$ cat config.mk
export PLATFORM = sky130hd
export DESIGN_NAME = mem7_fill_drain_ctrl_flat
export DESIGN_NICKNAME = d
export VERILOG_FILES = /design/src/rtl/mem7_fill_drain_ctrl_pkg.sv /design/src/rtl/mem7_fill_drain_ctrl_if.sv /design/src/rtl/raster_addr_cnt.sv /design/src/rtl/mem7_fill_drain_ctrl.sv /design/src/flat_wrapper.sv
export SDC_FILE = /design/constraint.sdc
export NUM_CORES = 1
export LEC_CHECK = 0
export ABC_AREA = 1
export BUFFER_PORTS_ARGS = -buffer_cell sky130_fd_sc_hd__buf_2
export CAP_MARGIN = 20
export CORE_ASPECT_RATIO = 0.8
export CORE_MARGIN = 5
export CORE_UTILIZATION = 49
export DETAILED_ROUTE_END_ITERATION = 8
export PLACE_DENSITY = 0.94
export SLEW_MARGIN = 30
export SYNTH_ARGS = -nofsm -noshare
export SYNTH_HDL_FRONTEND = slang
export SYNTH_SLANG_ARGS = --single-unit
$ cat constraint.sdc
create_clock -name clk -period 2.4 [get_ports clk]
set_input_delay 0.12 -clock clk [delete_from_list [all_inputs] [get_ports clk]]
set_output_delay 0.12 -clock clk [all_outputs]
set_load 0.005 [all_outputs]
$ cat src/rtl/mem7_fill_drain_ctrl_pkg.sv
// Shared definitions for the row-buffer fill/drain controllers.
// Holds the default geometry of the 28x7 pixel buffer and the controller
// state encoding so every controller and the address counter agree on them.
package mem7_fill_drain_ctrl_pkg;

  localparam int DW_DEF           = 8;
  localparam int MEM_SIZE_COL_DEF = 7;
  localparam int MEM_SIZE_ROW_DEF = 28;
  localparam int MEM_ADDR_COL_DEF = 3;
  localparam int MEM_ADDR_ROW_DEF = 5;

  typedef enum logic [1:0] {
    ST_IDLE  = 2'd0,
    ST_FILL  = 2'd1,
    ST_DRAIN = 2'd2,
    ST_DONE  = 2'd3
  } buf_state_t;

endpackage

$ cat src/rtl/mem7_fill_drain_ctrl_if.sv
// Stream handshake bundle of the fill/drain controller.
//   s_data/s_valid/s_ready       : signed pixel stream into the buffer
//   m_row_data/m_valid/m_ready   : full rows out of the buffer, column 0 in MSBs
// slave  : controller view (consumes pixels, produces rows)
// master : environment view (produces pixels, consumes rows)
interface mem7_fill_drain_ctrl_if
  import mem7_fill_drain_ctrl_pkg::*;
#(
  parameter int DW   = DW_DEF,
  parameter int COLS = MEM_SIZE_COL_DEF
);

  logic signed [DW-1:0]      s_data;
  logic                      s_valid;
  logic                      s_ready;
  logic [COLS*DW-1:0]        m_row_data;
  logic                      m_valid;
  logic                      m_ready;

  modport slave (
    input  s_data, s_valid, m_ready,
    output s_ready, m_row_data, m_valid
  );

  modport master (
    output s_data, s_valid, m_ready,
    input  s_ready, m_row_data, m_valid
  );

endinterface

$ cat src/rtl/raster_addr_cnt.sv
// Raster-order address counter: column runs 0..COLS-1, then wraps and the
// row advances; after the last (row, col) both wrap to 0 so the outputs
// never leave the buffer range.
// Ports:
//   clk, reset : clock, synchronous active-high reset
//   i_clr      : synchronous clear to (0,0)
//   i_en       : advance one position
//   o_row/o_col: current address
//   o_last     : current address is the final position of the frame
// With COLS=1 it degenerates to a plain row counter with o_col fixed at 0.
module raster_addr_cnt
  import mem7_fill_drain_ctrl_pkg::*;
#(
  parameter int ROWS  = MEM_SIZE_ROW_DEF,
  parameter int COLS  = MEM_SIZE_COL_DEF,
  parameter int ROW_W = MEM_ADDR_ROW_DEF,
  parameter int COL_W = MEM_ADDR_COL_DEF
) (
  input  logic             clk,
  input  logic             reset,
  input  logic             i_clr,
  input  logic             i_en,
  output logic [ROW_W-1:0] o_row,
  output logic [COL_W-1:0] o_col,
  output logic             o_last
);

  logic [ROW_W-1:0] r_row;
  logic [COL_W-1:0] r_col;
  logic             w_col_end;
  logic             w_row_end;

  assign w_col_end = (r_col == COL_W'(COLS-1));
  assign w_row_end = (r_row == ROW_W'(ROWS-1));

  always_ff @(posedge clk) begin
    if (reset || i_clr) begin
      r_row <= '0;
      r_col <= '0;
    end else if (i_en) begin
      if (w_col_end) begin
        r_col <= '0;
        r_row <= w_row_end ? '0 : r_row + 1'b1;
      end else begin
        r_col <= r_col + 1'b1;
      end
    end
  end

  assign o_row  = r_row;
  assign o_col  = r_col;
  assign o_last = w_col_end && w_row_end;

endmodule

$ cat src/rtl/mem7_fill_drain_ctrl.sv
// Fill/drain controller for a 28x7 pixel buffer.
// A start pulse in IDLE opens a frame: 196 pixels are written in raster
// order (FILL), then the 28 rows are read back one per cycle through a
// registered valid/ready output stage (DRAIN), and a one-cycle done pulse
// closes the frame (DONE).
// Ports:
//   clk, reset        : clock, synchronous active-high reset
//   start             : frame start pulse, honoured only in IDLE
//   bus (slave)       : s_data/s_valid/s_ready pixel in, m_row_data/m_valid/m_ready row out
//   mem_data_in, mem_wr_en, mem_in_add_col/row : buffer write port
//   mem_rd_en, mem_out_add_col/row, mem_row_data : buffer row read port (combinational data)
//   busy              : high outside IDLE
//   done              : one-cycle end-of-frame pulse
module mem7_fill_drain_ctrl
  import mem7_fill_drain_ctrl_pkg::*;
#(
  parameter int DW           = DW_DEF,
  parameter int MEM_SIZE_COL = MEM_SIZE_COL_DEF,
  parameter int MEM_SIZE_ROW = MEM_SIZE_ROW_DEF,
  parameter int MEM_ADDR_COL = MEM_ADDR_COL_DEF,
  parameter int MEM_ADDR_ROW = MEM_ADDR_ROW_DEF
) (
  input  logic                         clk,
  input  logic                         reset,
  input  logic                         start,
  mem7_fill_drain_ctrl_if.slave        bus,
  output logic signed [DW-1:0]         mem_data_in,
  output logic                         mem_wr_en,
  output logic [MEM_ADDR_COL-1:0]      mem_in_add_col,
  output logic [MEM_ADDR_ROW-1:0]      mem_in_add_row,
  output logic                         mem_rd_en,
  output logic [MEM_ADDR_COL-1:0]      mem_out_add_col,
  output logic [MEM_ADDR_ROW-1:0]      mem_out_add_row,
  input  logic [MEM_SIZE_COL*DW-1:0]   mem_row_data,
  output logic                         busy,
  output logic                         done
);

  buf_state_t                  r_state;
  logic                        r_s_ready;
  logic                        r_busy;
  logic                        r_done;
  logic                        r_rd_done;
  logic [MEM_SIZE_COL*DW-1:0]  r_row_p1;
  logic                        r_vld_p1;

  logic w_start_ok;
  logic w_wr_en;
  logic w_rd_en;
  logic w_out_take;
  logic w_wr_last;
  logic w_rd_last;

  assign w_start_ok = (r_state == ST_IDLE) && start;
  assign w_wr_en    = (r_state == ST_FILL) && bus.s_valid;
  assign w_out_take = r_vld_p1 && bus.m_ready;
  // A row is fetched only when the output register is empty or being
  // emptied this cycle, so a stalled row is never overwritten.
  assign w_rd_en    = (r_state == ST_DRAIN) && !r_rd_done && (!r_vld_p1 || bus.m_ready);

  raster_addr_cnt #(
    .ROWS (MEM_SIZE_ROW), .COLS (MEM_SIZE_COL),
    .ROW_W(MEM_ADDR_ROW), .COL_W(MEM_ADDR_COL)
  ) u_wr_cnt (
    .clk   (clk),
    .reset (reset),
    .i_clr (w_start_ok),
    .i_en  (w_wr_en),
    .o_row (mem_in_add_row),
    .o_col (mem_in_add_col),
    .o_last(w_wr_last)
  );

  // Reads are whole rows, so the read side counts rows only (column stays 0).
  raster_addr_cnt #(
    .ROWS (MEM_SIZE_ROW), .COLS (1),
    .ROW_W(MEM_ADDR_ROW), .COL_W(MEM_ADDR_COL)
  ) u_rd_cnt (
    .clk   (clk),
    .reset (reset),
    .i_clr (w_start_ok),
    .i_en  (w_rd_en),
    .o_row (mem_out_add_row),
    .o_col (mem_out_add_col),
    .o_last(w_rd_last)
  );

  always_ff @(posedge clk) begin
    if (reset) begin
      r_state   <= ST_IDLE;
      r_s_ready <= 1'b0;
      r_busy    <= 1'b0;
      r_done    <= 1'b0;
      r_rd_done <= 1'b0;
      r_row_p1  <= '0;
      r_vld_p1  <= 1'b0;
    end else begin
      r_done <= 1'b0;
      case (r_state)
        ST_IDLE: begin
          if (start) begin
            r_state   <= ST_FILL;
            r_s_ready <= 1'b1;
            r_busy    <= 1'b1;
            r_rd_done <= 1'b0;
          end
        end
        ST_FILL: begin
          if (w_wr_en && w_wr_last) begin
            r_state   <= ST_DRAIN;
            r_s_ready <= 1'b0;
          end
        end
        ST_DRAIN: begin
          if (w_rd_en && w_rd_last) r_rd_done <= 1'b1;
          // Once every row is issued, the row held in the output stage is
          // the last one; its acceptance ends the frame.
          if (r_rd_done && w_out_take) begin
            r_state <= ST_DONE;
            r_done  <= 1'b1;
          end
        end
        ST_DONE: begin
          r_state <= ST_IDLE;
          r_busy  <= 1'b0;
        end
        default: r_state <= ST_IDLE;
      endcase

      // output stage p1: one-cycle read latency
      if (w_rd_en) begin
        r_row_p1 <= mem_row_data;
        r_vld_p1 <= 1'b1;
      end else if (w_out_take) begin
        r_vld_p1 <= 1'b0;
      end
    end
  end

  assign mem_wr_en      = w_wr_en;
  assign mem_data_in    = (r_state == ST_FILL) ? bus.s_data : '0;
  assign mem_rd_en      = w_rd_en;
  assign bus.s_ready    = r_s_ready;
  assign bus.m_row_data = r_row_p1;
  assign bus.m_valid    = r_vld_p1;
  assign busy           = r_busy;
  assign done           = r_done;

endmodule

$ cat src/flat_wrapper.sv
// flat-port wrapper written by rule: the top's interface ports become plain ports
module mem7_fill_drain_ctrl_flat import mem7_fill_drain_ctrl_pkg::*;
#(
  parameter int DW           = DW_DEF,
  parameter int MEM_SIZE_COL = MEM_SIZE_COL_DEF,
  parameter int MEM_SIZE_ROW = MEM_SIZE_ROW_DEF,
  parameter int MEM_ADDR_COL = MEM_ADDR_COL_DEF,
  parameter int MEM_ADDR_ROW = MEM_ADDR_ROW_DEF
)
  (clk, reset, start, mem_data_in, mem_wr_en, mem_in_add_col, mem_in_add_row, mem_rd_en, mem_out_add_col, mem_out_add_row, mem_row_data, busy, done, bus_s_data, bus_s_valid, bus_m_ready, bus_s_ready, bus_m_row_data, bus_m_valid);
  mem7_fill_drain_ctrl_if #(.DW(DW), .COLS((7))) bus_i ();
  input  logic clk;
  input  logic reset;
  input  logic start;
  output logic signed [DW-1:0] mem_data_in;
  output logic mem_wr_en;
  output logic [MEM_ADDR_COL-1:0] mem_in_add_col;
  output logic [MEM_ADDR_ROW-1:0] mem_in_add_row;
  output logic mem_rd_en;
  output logic [MEM_ADDR_COL-1:0] mem_out_add_col;
  output logic [MEM_ADDR_ROW-1:0] mem_out_add_row;
  input  logic [MEM_SIZE_COL*DW-1:0] mem_row_data;
  output logic busy;
  output logic done;
  input wire logic [$bits(bus_i.s_data)-1:0] bus_s_data;
  input wire logic [$bits(bus_i.s_valid)-1:0] bus_s_valid;
  input wire logic [$bits(bus_i.m_ready)-1:0] bus_m_ready;
  output wire logic [$bits(bus_i.s_ready)-1:0] bus_s_ready;
  output wire logic [$bits(bus_i.m_row_data)-1:0] bus_m_row_data;
  output wire logic [$bits(bus_i.m_valid)-1:0] bus_m_valid;
  assign bus_i.s_data = bus_s_data;
  assign bus_i.s_valid = bus_s_valid;
  assign bus_i.m_ready = bus_m_ready;
  assign bus_s_ready = bus_i.s_ready;
  assign bus_m_row_data = bus_i.m_row_data;
  assign bus_m_valid = bus_i.m_valid;
  mem7_fill_drain_ctrl #(.DW(DW), .MEM_SIZE_COL(MEM_SIZE_COL), .MEM_SIZE_ROW(MEM_SIZE_ROW), .MEM_ADDR_COL(MEM_ADDR_COL), .MEM_ADDR_ROW(MEM_ADDR_ROW)) u_core (.clk(clk), .reset(reset), .start(start), .bus(bus_i), .mem_data_in(mem_data_in), .mem_wr_en(mem_wr_en), .mem_in_add_col(mem_in_add_col), .mem_in_add_row(mem_in_add_row), .mem_rd_en(mem_rd_en), .mem_out_add_col(mem_out_add_col), .mem_out_add_row(mem_out_add_row), .mem_row_data(mem_row_data), .busy(busy), .done(done));
endmodule
==> results of run 1 <==
[cells by family (layout without fill, tap and decap cells)]
family,Yosys count,in the layout,synth area share
adder cells (fa/ha/maj),9,9,0.0355
AND/OR/NAND/NOR,195,195,0.247
AO/OA/AOI/OAI,81,81,0.132
XOR/XNOR,3,3,0.00828
flip-flops,79,79,0.498
buffers and inverters,58,212,0.0789
[per-layer routing]
layer,GRT usage,vias up
met5,0,-
met4,0.0821,0
met3,0.0543,11
met2,0.347,95
met1,0.212,1400
li1,-,1633
[metrics by stage]
step | hold slack [ns] | std cells
final | 0.0200 | 663
after global routing | 0.0136 | 663
after CTS | 0.00951 | 663
after detailed placement | 0.377 | 647
after global placement | 0.364 | 647
after floorplan | 0.189 | 425
[final cells by class]
type / count / area (sq um)
fill: 565 / 2140
sequential: 79 / 1580
timing repair buffer: 157 / 806
clock buffer: 10 / 128
inverter: 39 / 146
tap: 84 / 105
clock inverter: 6 / 92.6
multi-input combinational: 288 / 1340
[worst paths after layout]
path / endpoint / startpoint / slack (ns)
setup reg to reg: u_core.bus.m_row_data[50]$_SDFFE_PP0P_ / u_core.r_state[0]$_SDFFE_PP0P_ / 0.45
setup / recovery: u_core.bus.m_row_data[50]$_SDFFE_PP0P_ / u_core.r_state[0]$_SDFFE_PP0P_ / 0.45
hold / removal: u_core.bus.m_row_data[2]$_SDFFE_PP0P_ / mem_row_data[2] / 0.02
hold reg to reg: u_core.bus.m_row_data[28]$_SDFFE_PP0P_ / u_core.bus.m_row_data[28]$_SDFFE_PP0P_ / 0.48
[flip-flops by register name (all words and copies together), names as in the netlist]
register	count
u_core.bus.m_row_data	56
u_core.bus.m_valid	1
u_core.bus.s_ready	1
u_core.busy	1
u_core.done	1
u_core.r_rd_done	1
u_core.r_state	2
u_core.u_rd_cnt.o_col	3
u_core.u_rd_cnt.o_row	5
u_core.u_wr_cnt.o_col	3
u_core.u_wr_cnt.o_row	5
[cells in the final DEF (no fill, tap or decap), types with 3 or more instances in the layout]
master	netlist	routed
nor3_1	4	4
nand3_1	7	7
buf_2	3	154
clkbuf_8	0	9
ha_1	9	9
inv_1	37	37
a21oi_1	14	14
dfxtp_1	79	79
xor2_1	3	3
nand2_1	49	49
o21ai_0	61	61
nor2_1	127	127
[report_power, final]
part	switching, uW	internal [uW]	total (uW)
clock network	476	593	1070
registers	191	1670	1860
logic	886	637	1520
total	1550	2900	4450
[worst max-delay path, delay by kind of cell, from the launching register on]
kind          cells  cell delay [ns]
flops             1             0.35
buf+inv           4             0.87
simple gates      4             0.43
fa+ha+maj         1             0.21
==> reports/results.ini, run 1 <==
[outcome]
status = complete, no violations

[routing]
wl_um = 8100
drt-pass1-iter-count = 4
route.detailed.drc = 0
drt-met1-wl_um = 3320
ant_nets = 0
wl_met3_um = 573
vias = 3139
dr.max_layer_used = met4
wl_met2_um = 4080
first_iter_violations = 129
wl_per_cell_um = 12.2
vias_per_cell = 4.73

[pwr]
p_leak_uw = 0.00211
ir_drop_mv = 0.482
total_power_uw = 4450
p_per_area_nw_per_um2 = 1060

[logic_synthesis]
syn-num-nets = 503
syn_area_sq_um = 3170
yosysUniqueCellTypes = 26
ys_seq_area_frac = 0.498
synth.avg_cell_area_sq_um = 7.47
ys_ff_latch = 79
yosys-top-cells-count = nor2_1 (127), dfxtp_1 (79), o21ai_0 (61), nand2_1 (49), inv_1 (37)
synth.most_common_cell = nor2_1
syn_inst = 425
ys.flop_type = dfxtp_1
yosys.area.top_type = dfxtp_1
synth_edf_count = 0
synth_top_area_share = 0.498
yosysWarnings = 0
synthArstFlopShare = 0
synth_area_leaders = dfxtp_1 (50%), nor2_1 (15%), o21ai_0 (9.6%)

[critical_path]
crit_type = reg -> reg
arrival_ns = 2.22
critPathSlowestCell = buf_4
crit_path_end_kind = flip-flop
crit_chain = inv_1, ha_1, inv_2, nor2_4, nand2_4, inv_2, buf_4, nor2_1, nor2_1
crit_fanout = 43
reg2reg_depth = 9
slowest_delay_ns = 0.44
cp.required_ns = 2.67
worst_setup_path_start_kind = flip-flop

[clocking]
cts_root_buffer = clkbuf_8
cts_buffer_depth = 2
cts.sinks = 79
cts-resized-gates = 0
htreeDepth = 3
cts_tree = done
clock_latency_ns = 0.34
cts_made_buffers = 9
path_clk_slew_ns = 0.09
cts_hold_buf = 0
post-cts-setup-buffer-count = 0

[global_route]
grt_max_degree = 46
grt_pass1_vias = 2882
grtUsageTotal = 0.191
grt-ovfl-total = 0
antenna_found_initial = 0
grt_first_pass_wirelength_um = 12600

[cells_and_area]
fin_nets = 652
final_layout_size_suffix_gt1_frac = 0.309
area.growth.synth_to_final_pct = 32.4
fin_util = 0.662
fin_area_sq_um = 4200
num_antenna_cells = 0

[placement]
place_area_sq_um = 3980
io_buffers = 154
place_ws_ns = 0.473
hpwl_um = 6160
place.gp.congestion = 0.871

[timing]
fin_tns_setup_ns = 0
rsz0062_at_grt = false
finalSetupViolations = 0
maxSlewHeadroom = 0.579
fin_crit_ns = 1.95
slew_violations = 0
fmax_mhz = 513
finalClockSkew_ns = 0.0116
post-route-period-util = 0.813
fin_ws_ns = 0.450
hold_viol_final = 0
tightest_slew_ns = 0.631

[floorplanning]
start_util = 0.500
die_w_um = 100
coreArea_sq_um = 6340
die_h_um = 82.0
die-area_sq_um = 8200
io_pins = 155
core.rowCount = 26

[min_path]
min_path_type = in -> reg
hold_path_depth = 3

[run]
maxCapViolCount = 0

(Power assumes the default switching activity.)
==> run 2, diff against run 1 <==
Settings changed: ABC_AREA 1 to 0, CORE_UTILIZATION 49 to 41, PLACE_DENSITY 0.94 to 0.86.
Clock period 2.4 ns to 1.7 ns, I/O delays scaled along.
==> run 2 against run 1 <==
Effect of this change: via count is 14% higher; worst setup slack got worse by 0.37 ns; combinational power grew 37%; cell count up 8.0%; synthesized cell count shrank 8.5%; count of clock-buffer cells in the layout up 1; first-iteration DRC count increased by 81%; synthesized area fell by 1.4%; non-clock buffer count up 71; critical path depth down 4; critical path type unchanged; largest cell class unchanged; highest routed layer unchanged.
==> reports/results.ini, run 2 <==
[outcome]
status = complete, no violations

[pwr]
seqPwrFrac = 0.390  ; -0.027
p_sw_uw = 1920  ; +24%
p_leak_uw = 0.00226  ; +6.8%
ir_drop_mv = 0.575  ; +19%
switching_share = 0.320  ; -0.0288
p_comb_frac = 0.346  ; +0.004
cell_internal_pwr_uw = 4080  ; +41%
clkPwrFrac = 0.264  ; +0.024
p_per_area_nw_per_um2 = 1210  ; +15%

[critical_path]
r2r_start = u_core.r_state[1]$_SDFFE_PP0P_
crit_chain = inv_1, ha_2, nor2b_1, or4_1, a21oi_1
cp.required_ns = 1.96  ; -0.71 ns
startpoint = u_core.r_state[1]$_SDFFE_PP0P_
critPathSlowestCell = or4_1
crit_type = reg -> reg
crit_fanout = 4  ; -91%
arrival_ns = 1.89  ; -0.33 ns
crit_path_end_kind = flip-flop
crit_buf_inv = 1  ; -3
slowest_delay_ns = 0.54  ; +0.10 ns
path_delay_family = simple AND/OR/NAND/NOR gates
worst_setup_path_start_kind = flip-flop

[floorplanning]
die-area_sq_um = 9490  ; +16%
core.rowCount = 28  ; +7.7%
die_w_um = 108  ; +7.7%
io_pins = 155  ; unchanged
start_util = 0.421  ; -0.0789
coreArea_sq_um = 7430  ; +17%
die_h_um = 88.1  ; +7.5%

[global_route]
grtUsageTotal = 0.219  ; +0.0271
grt_max_degree = 32  ; -30%
antenna_found_initial = 0  ; unchanged
grt-ovfl-total = 0  ; unchanged
grt_pass1_vias = 3492  ; +21%
grt_first_pass_wirelength_um = 16400  ; +30%

[routing]
wl_per_cell_um = 14.6  ; +20%
vias = 3569  ; +14%
wl_um = 10500  ; +29%
first_iter_violations = 233  ; +81%
drt-pass1-iter-count = 5  ; +1
vias_per_cell = 4.98  ; +5.3%
ant_nets = 0  ; unchanged
route.detailed.drc = 0  ; unchanged

[logic_synthesis]
ys_seq_area_frac = 0.505  ; +0.00698
yosysUniqueCellTypes = 40  ; +54%
yosys-top-cells-count = nand2_1 (126), dfxtp_1 (79), a21oi_1 (72), clkbuf_1 (14)
yosys.area_share.simple = 0.254  ; +0.00745
synth.avg_cell_area_sq_um = 8.04  ; +7.7%
ys.flop_type = dfxtp_1
syn_area_sq_um = 3130  ; -1.4%
synthArstFlopShare = 0  ; unchanged
synth_top_area_share = 0.505  ; +0.00698
synth_edf_count = 0  ; unchanged
ys_ff_latch = 79  ; unchanged
synthXorXnorAreaFrac = 0.00280  ; -0.00548
yosysWarnings = 0  ; unchanged
synth_compound_area_frac = 0.157  ; +0.0250
synth_mux_area_frac = 0.00640  ; +0.00640
synth_top_family_by_area = simple AND/OR/NAND/NOR gates
synth_area_leaders = dfxtp_1 (51%), nand2_1 (15%), a21oi_1 (12%)
synth.most_common_cell = nand2_1
yosys.area.top_type = dfxtp_1
synthAdderAreaFrac = 0.0360  ; +0.000497
syn_inst = 389  ; -8.5%
syn-num-nets = 467  ; -7.2%

[clocking]
cts_buffer_depth = 2  ; unchanged
clock_latency_ns = 0.34  ; about the same
cts.sinks = 79  ; unchanged
path_clk_slew_ns = 0.07  ; -0.02 ns
htreeDepth = 3  ; unchanged
cts_tree = done
cts_made_buffers = 9  ; unchanged
cts_root_buffer = clkbuf_8

[timing]
fin_ws_ns = 0.0757  ; -0.374 ns
finalSetupViolations = 0  ; unchanged
hold_viol_final = 0  ; unchanged
rsz0062_at_grt = false
fin_tns_setup_ns = 0  ; unchanged
fmax_mhz = 616  ; +20%
fin_crit_ns = 1.62  ; -0.326 ns
maxSlewHeadroom = 0.710  ; +0.131
post-route-period-util = 0.955  ; +0.143
slew_violations = 0  ; unchanged
finalClockSkew_ns = 0.00857  ; -0.00300 ns
tightest_slew_ns = 0.424  ; -0.207 ns

[placement]
place.gp.congestion = 0.849  ; -2.5%
place_ws_ns = -0.0323  ; -0.505 ns
io_buffers = 154  ; unchanged
hpwl_um = 6680  ; +8.4%
dpl.cell_count = 645  ; -0.31%

[cells_and_area]
area.growth.synth_to_final_pct = 58.1
final_layout_size_suffix_gt1_frac = 0.337  ; +0.0280
fin_util = 0.666  ; +0.00397
stdcell_count = 716  ; +8.0%
final_common_cell = buf_2
final_cell_mix = buf_2 (154), nand2_1 (124), dfxtp_1 (76)
regArea_sq_um = 1590  ; +0.24%
fillers = 588  ; +4.1%
largest_register_ff_count = 56  ; unchanged
fin_nets = 685  ; +5.1%
multiInputGateArea_sq_um = 1470  ; +9.6%
num_antenna_cells = 0  ; unchanged

[run]
maxCapViolCount = 0  ; unchanged

[min_path]
hp-start = mem_row_data[28]
min_path_type = in -> reg

run 2: cell families after synthesis:
kind of cell,after synthesis
fa+ha+maj,9
xor+xnor,1
simple gates,179
flops,79
mux,2
buf+inv,30
compound gates,89
run 2: power groups by stage:
stage | Combinational (uW) | Sequential [uW] | Clock, uW
2_1_floorplan | 987 | 2380 | 0
6_report | 2080 | 2340 | 1580
3_3_place_gp | 1750 | 2340 | 0
4_1_cts | 2030 | 2320 | 1640
5_1_grt | 2310 | 2370 | 1730
3_5_place_dp | 1830 | 2360 | 0
run 2: through the flow:
stage | instance area [sq um] | total power (uW) | hold WS, ns
5_1_grt | 4950 | 6410 | 0.00251
3_5_place_dp | 4100 | 4180 | 0.332
4_1_cts | 4910 | 6000 | 0.0000961
2_1_floorplan | 3130 | 3370 | 0.221
3_3_place_gp | 4100 | 4090 | 0.325
6_report | 4950 | 6010 | 0.0264
run 2: repair_timing:
action	in CTS	in global routing
endpoints found under the setup margin	3	8
hold buffers	53	1
gates resized for setup	8	11
pin swaps	0	2
endpoints found under the hold margin	53	1
setup buffers	0	2
gates cloned	1	0
run 2: area by class of cell:
| type | instances | area share |
|---|---|---|
| well taps | 105 | 0.0266 |
| clock buffers | 11 | 0.0266 |
| multi-input cells | 280 | 0.297 |
| repair buffers | 228 | 0.301 |
| flip-flops and latches | 79 | 0.320 |
| clock inverters | 4 | 0.0192 |
| inverters | 9 | 0.00885 |
run 2: final timing paths:
check | cells past startpoint | slack [ns] | end
setup / recovery | 5 | 0.08 | u_core.r_state[0]$_SDFFE_PP0P_
hold reg to reg | 2 | 0.45 | u_core.bus.m_row_data[17]$_SDFFE_PP0P_
hold / removal | 3 | 0.03 | u_core.bus.m_row_data[28]$_SDFFE_PP0P_
setup reg to reg | 5 | 0.08 | u_core.r_state[0]$_SDFFE_PP0P_
run 2: tightest hold or removal path: stages:
cell     delay [ns]
buf_2          0.10
nand2_1        0.06
a21oi_1        0.07
run 2: metal layers:
layer | up-vias | track usage | part of all wire
met5 | - | 0 | 0
met4 | 0 | 0.0963 | 0.027
met3 | 30 | 0.0700 | 0.091
met2 | 179 | 0.387 | 0.50
met1 | 1623 | 0.242 | 0.38
li1 | 1737 | - | -
==> run 3, diff against run 2 <==
Settings changed: CELL_PAD_IN_SITES_DETAIL_PLACEMENT set to 1, CELL_PAD_IN_SITES_GLOBAL_PLACEMENT set to 2, CORE_UTILIZATION 41 to 22.
==> run 3 against run 2 <==
Effect of this change: clock power is 26% higher; total power is 9.5% higher; register-to-register slack hardly changed; combinational power is 8% higher; via count is 1.2% lower; count of clock-buffer cells in the layout is 2 higher; non-clock buffer count is 2 higher; global-route usage is 7.8 points lower.
==> reports/results.ini, run 3 (synthesized netlist as in run 2, its figures left out) <==
[outcome]
status = complete, no violations

[routing]
vias = 3527  ; -1.2%
wl_per_cell_um = 14.8  ; +1.6%
first_iter_violations = 116  ; -50%
route.detailed.drc = 0  ; unchanged
ant_nets = 0  ; unchanged
drt-pass1-iter-count = 4  ; -1
vias_per_cell = 4.42  ; -11%
wl_um = 11800  ; +13%

[pwr]
p_leak_uw = 0.00232  ; +2.7%
ir_drop_mv = 0.497  ; -13%
total_power_uw = 6580  ; +9.5%
p_per_area_nw_per_um2 = 1270  ; +4.5%

[cells_and_area]
final_common_cell = buf_2
largest_register_ff_count = 56  ; unchanged
area.growth.synth_to_final_pct = 65.5
fin_area_sq_um = 5180  ; +4.7%
final_layout_size_suffix_gt1_frac = 0.347  ; +0.00975
num_antenna_cells = 0  ; unchanged
final_cell_mix = buf_2 (154), nand2_1 (123), dfxtp_1 (77)
fin_nets = 687  ; +0.29%

[clocking]
cts_buffer_depth = 2  ; unchanged
clock_latency_ns = 0.33  ; about the same
cts_made_buffers = 9  ; unchanged
cts_root_buffer = clkbuf_16
cts_tree = done
path_clk_slew_ns = 0.06  ; about the same
htreeDepth = 3  ; unchanged
cts.sinks = 79  ; unchanged

[critical_path]
reg2reg_slack_ns = 0.07  ; about the same
path_delay_family = simple AND/OR/NAND/NOR gates
r2r_start = u_core.u_wr_cnt.o_row[0]$_SDFFE_PP0P_
worst_setup_path_start_kind = flip-flop
reg2reg_to = u_core.r_state[1]$_SDFFE_PP0P_
critPathSlowestCell = or4b_1
crit_path_end_kind = flip-flop
startpoint = u_core.u_wr_cnt.o_row[0]$_SDFFE_PP0P_
crit_chain = ha_1, and4b_1, a21boi_2, or4b_1, a21oi_1
crit_cells = 5  ; unchanged
reg2reg_depth = 5  ; unchanged
crit_buf_inv = 0  ; -1
crit_fanout = 4  ; unchanged
crit_type = reg -> reg
cp.required_ns = 1.96  ; about the same
crit_path_end = u_core.r_state[1]$_SDFFE_PP0P_
slowest_delay_ns = 0.52  ; -0.02 ns
arrival_ns = 1.88  ; about the same

[global_route]
grt-ovfl-total = 0  ; unchanged
grt_max_degree = 58  ; +81%
grt_pass1_vias = 3839  ; +9.9%
grtUsageTotal = 0.140  ; -0.0783
grt_first_pass_wirelength_um = 18600  ; +13%
antenna_found_initial = 0  ; unchanged

[floorplanning]
die_h_um = 117  ; +32%
coreArea_sq_um = 14100  ; +90%
start_util = 0.222  ; -0.199
io_pins = 155  ; unchanged
die-area_sq_um = 16700  ; +76%
core.rowCount = 39  ; +39%
die_w_um = 143  ; +33%

[timing]
tightest_slew_ns = 0.651  ; +0.227 ns
fin_crit_ns = 1.63  ; +0.00424 ns
hold_viol_final = 0  ; unchanged
post-route-period-util = 0.958  ; +0.00249
fin_tns_setup_ns = 0  ; unchanged
maxSlewHeadroom = 0.566  ; -0.144
finalClockSkew_ns = 0.00703  ; -0.00154 ns
timing.hold.ws_ns = 0.0204  ; -0.00602 ns
finalSetupViolations = 0  ; unchanged
slew_violations = 0  ; unchanged
rsz0062_at_grt = true
fmax_mhz = 614  ; -0.26%

[min_path]
hp-start = mem_row_data[39]
min_path_type = in -> reg
hold_path_depth = 3  ; unchanged

[placement]
place_area_sq_um = 4210  ; +2.7%
hpwl_um = 8000  ; +20%
io_buffers = 154  ; unchanged
place.gp.congestion = 0.768  ; -9.5%

[run]
maxCapViolCount = 0  ; unchanged

run 3: cell count changes in the layout (fill, tap and decap cells not counted), sizes merged:
cell         previous run  this run
clkinv                  1         2
bufbuf                  1         0
clkbuf                 11        13
dlygate4sd3            54        52
buf                   173       178
bufinv                  3         1
run 3: metrics by stage:
stage	instances	util	setup slack [ns]
6_report	798	0.367	0.0714
5_1_grt	798	0.367	-0.00726
4_1_cts	794	0.363	0.000500
3_5_place_dp	722	0.298	-0.0951
3_3_place_gp	722	0.298	0.0213
2_1_floorplan	389	-	0.0632
run 3: layer usage:
| layer | share of wire | up-vias | global-route usage | routed length, um |
|---|---|---|---|---|
| met5 | 0 | - | 0 | 0 |
| met4 | 0.017 | 0 | 0.0420 | 206 |
| met3 | 0.056 | 18 | 0.0418 | 662 |
| met2 | 0.52 | 95 | 0.260 | 6120 |
| met1 | 0.41 | 1679 | 0.155 | 4850 |
| li1 | - | 1735 | - | - |
run 3: worst min-delay path by stage:
stage,endpoint,slack (ns)
4_1_cts,u_core.bus.m_row_data[43]$_SDFFE_PP0P_,0.001
6_report,u_core.bus.m_row_data[39]$_SDFFE_PP0P_,0.02
2_1_floorplan,u_core.bus.m_row_data[0]$_SDFFE_PP0P_,0.22
3_3_place_gp,u_core.bus.m_row_data[55]$_SDFFE_PP0P_,0.33
5_1_grt,u_core.bus.m_row_data[33]$_SDFFE_PP0P_,0.01
3_5_place_dp,u_core.bus.m_row_data[46]$_SDFFE_PP0P_,0.33
run 3: power by group:
group	leakage (uW)	switching (uW)	total [uW]	internal (uW)
Clock	0.000156	740	1990	1250
Combinational	0.00152	1200	2240	1040
Sequential	0.000640	184	2350	2160
run 3: tightest hold or removal path, cell delays in order:
cell and delay (ns):
buf_2 0.10, nand2_1 0.05, a21oi_1 0.06
run 3: layout make-up:
cell class	count	area, sq um
fill	1687	8920
tap	184	230
clock inverter	3	40.0
timing repair buffer	230	1540
multi-input combinational	280	1480
clock buffer	13	270
inverter	9	38.8
sequential	79	1580
run 3: timing repair:
action,in CTS,in global routing
setup endpoints to repair,64,22
setup buffers,3,4
gates cloned,1,0
resized for setup,9,10
hold endpoints to repair,52,0
hold buffers,52,0
pin swaps,0,0
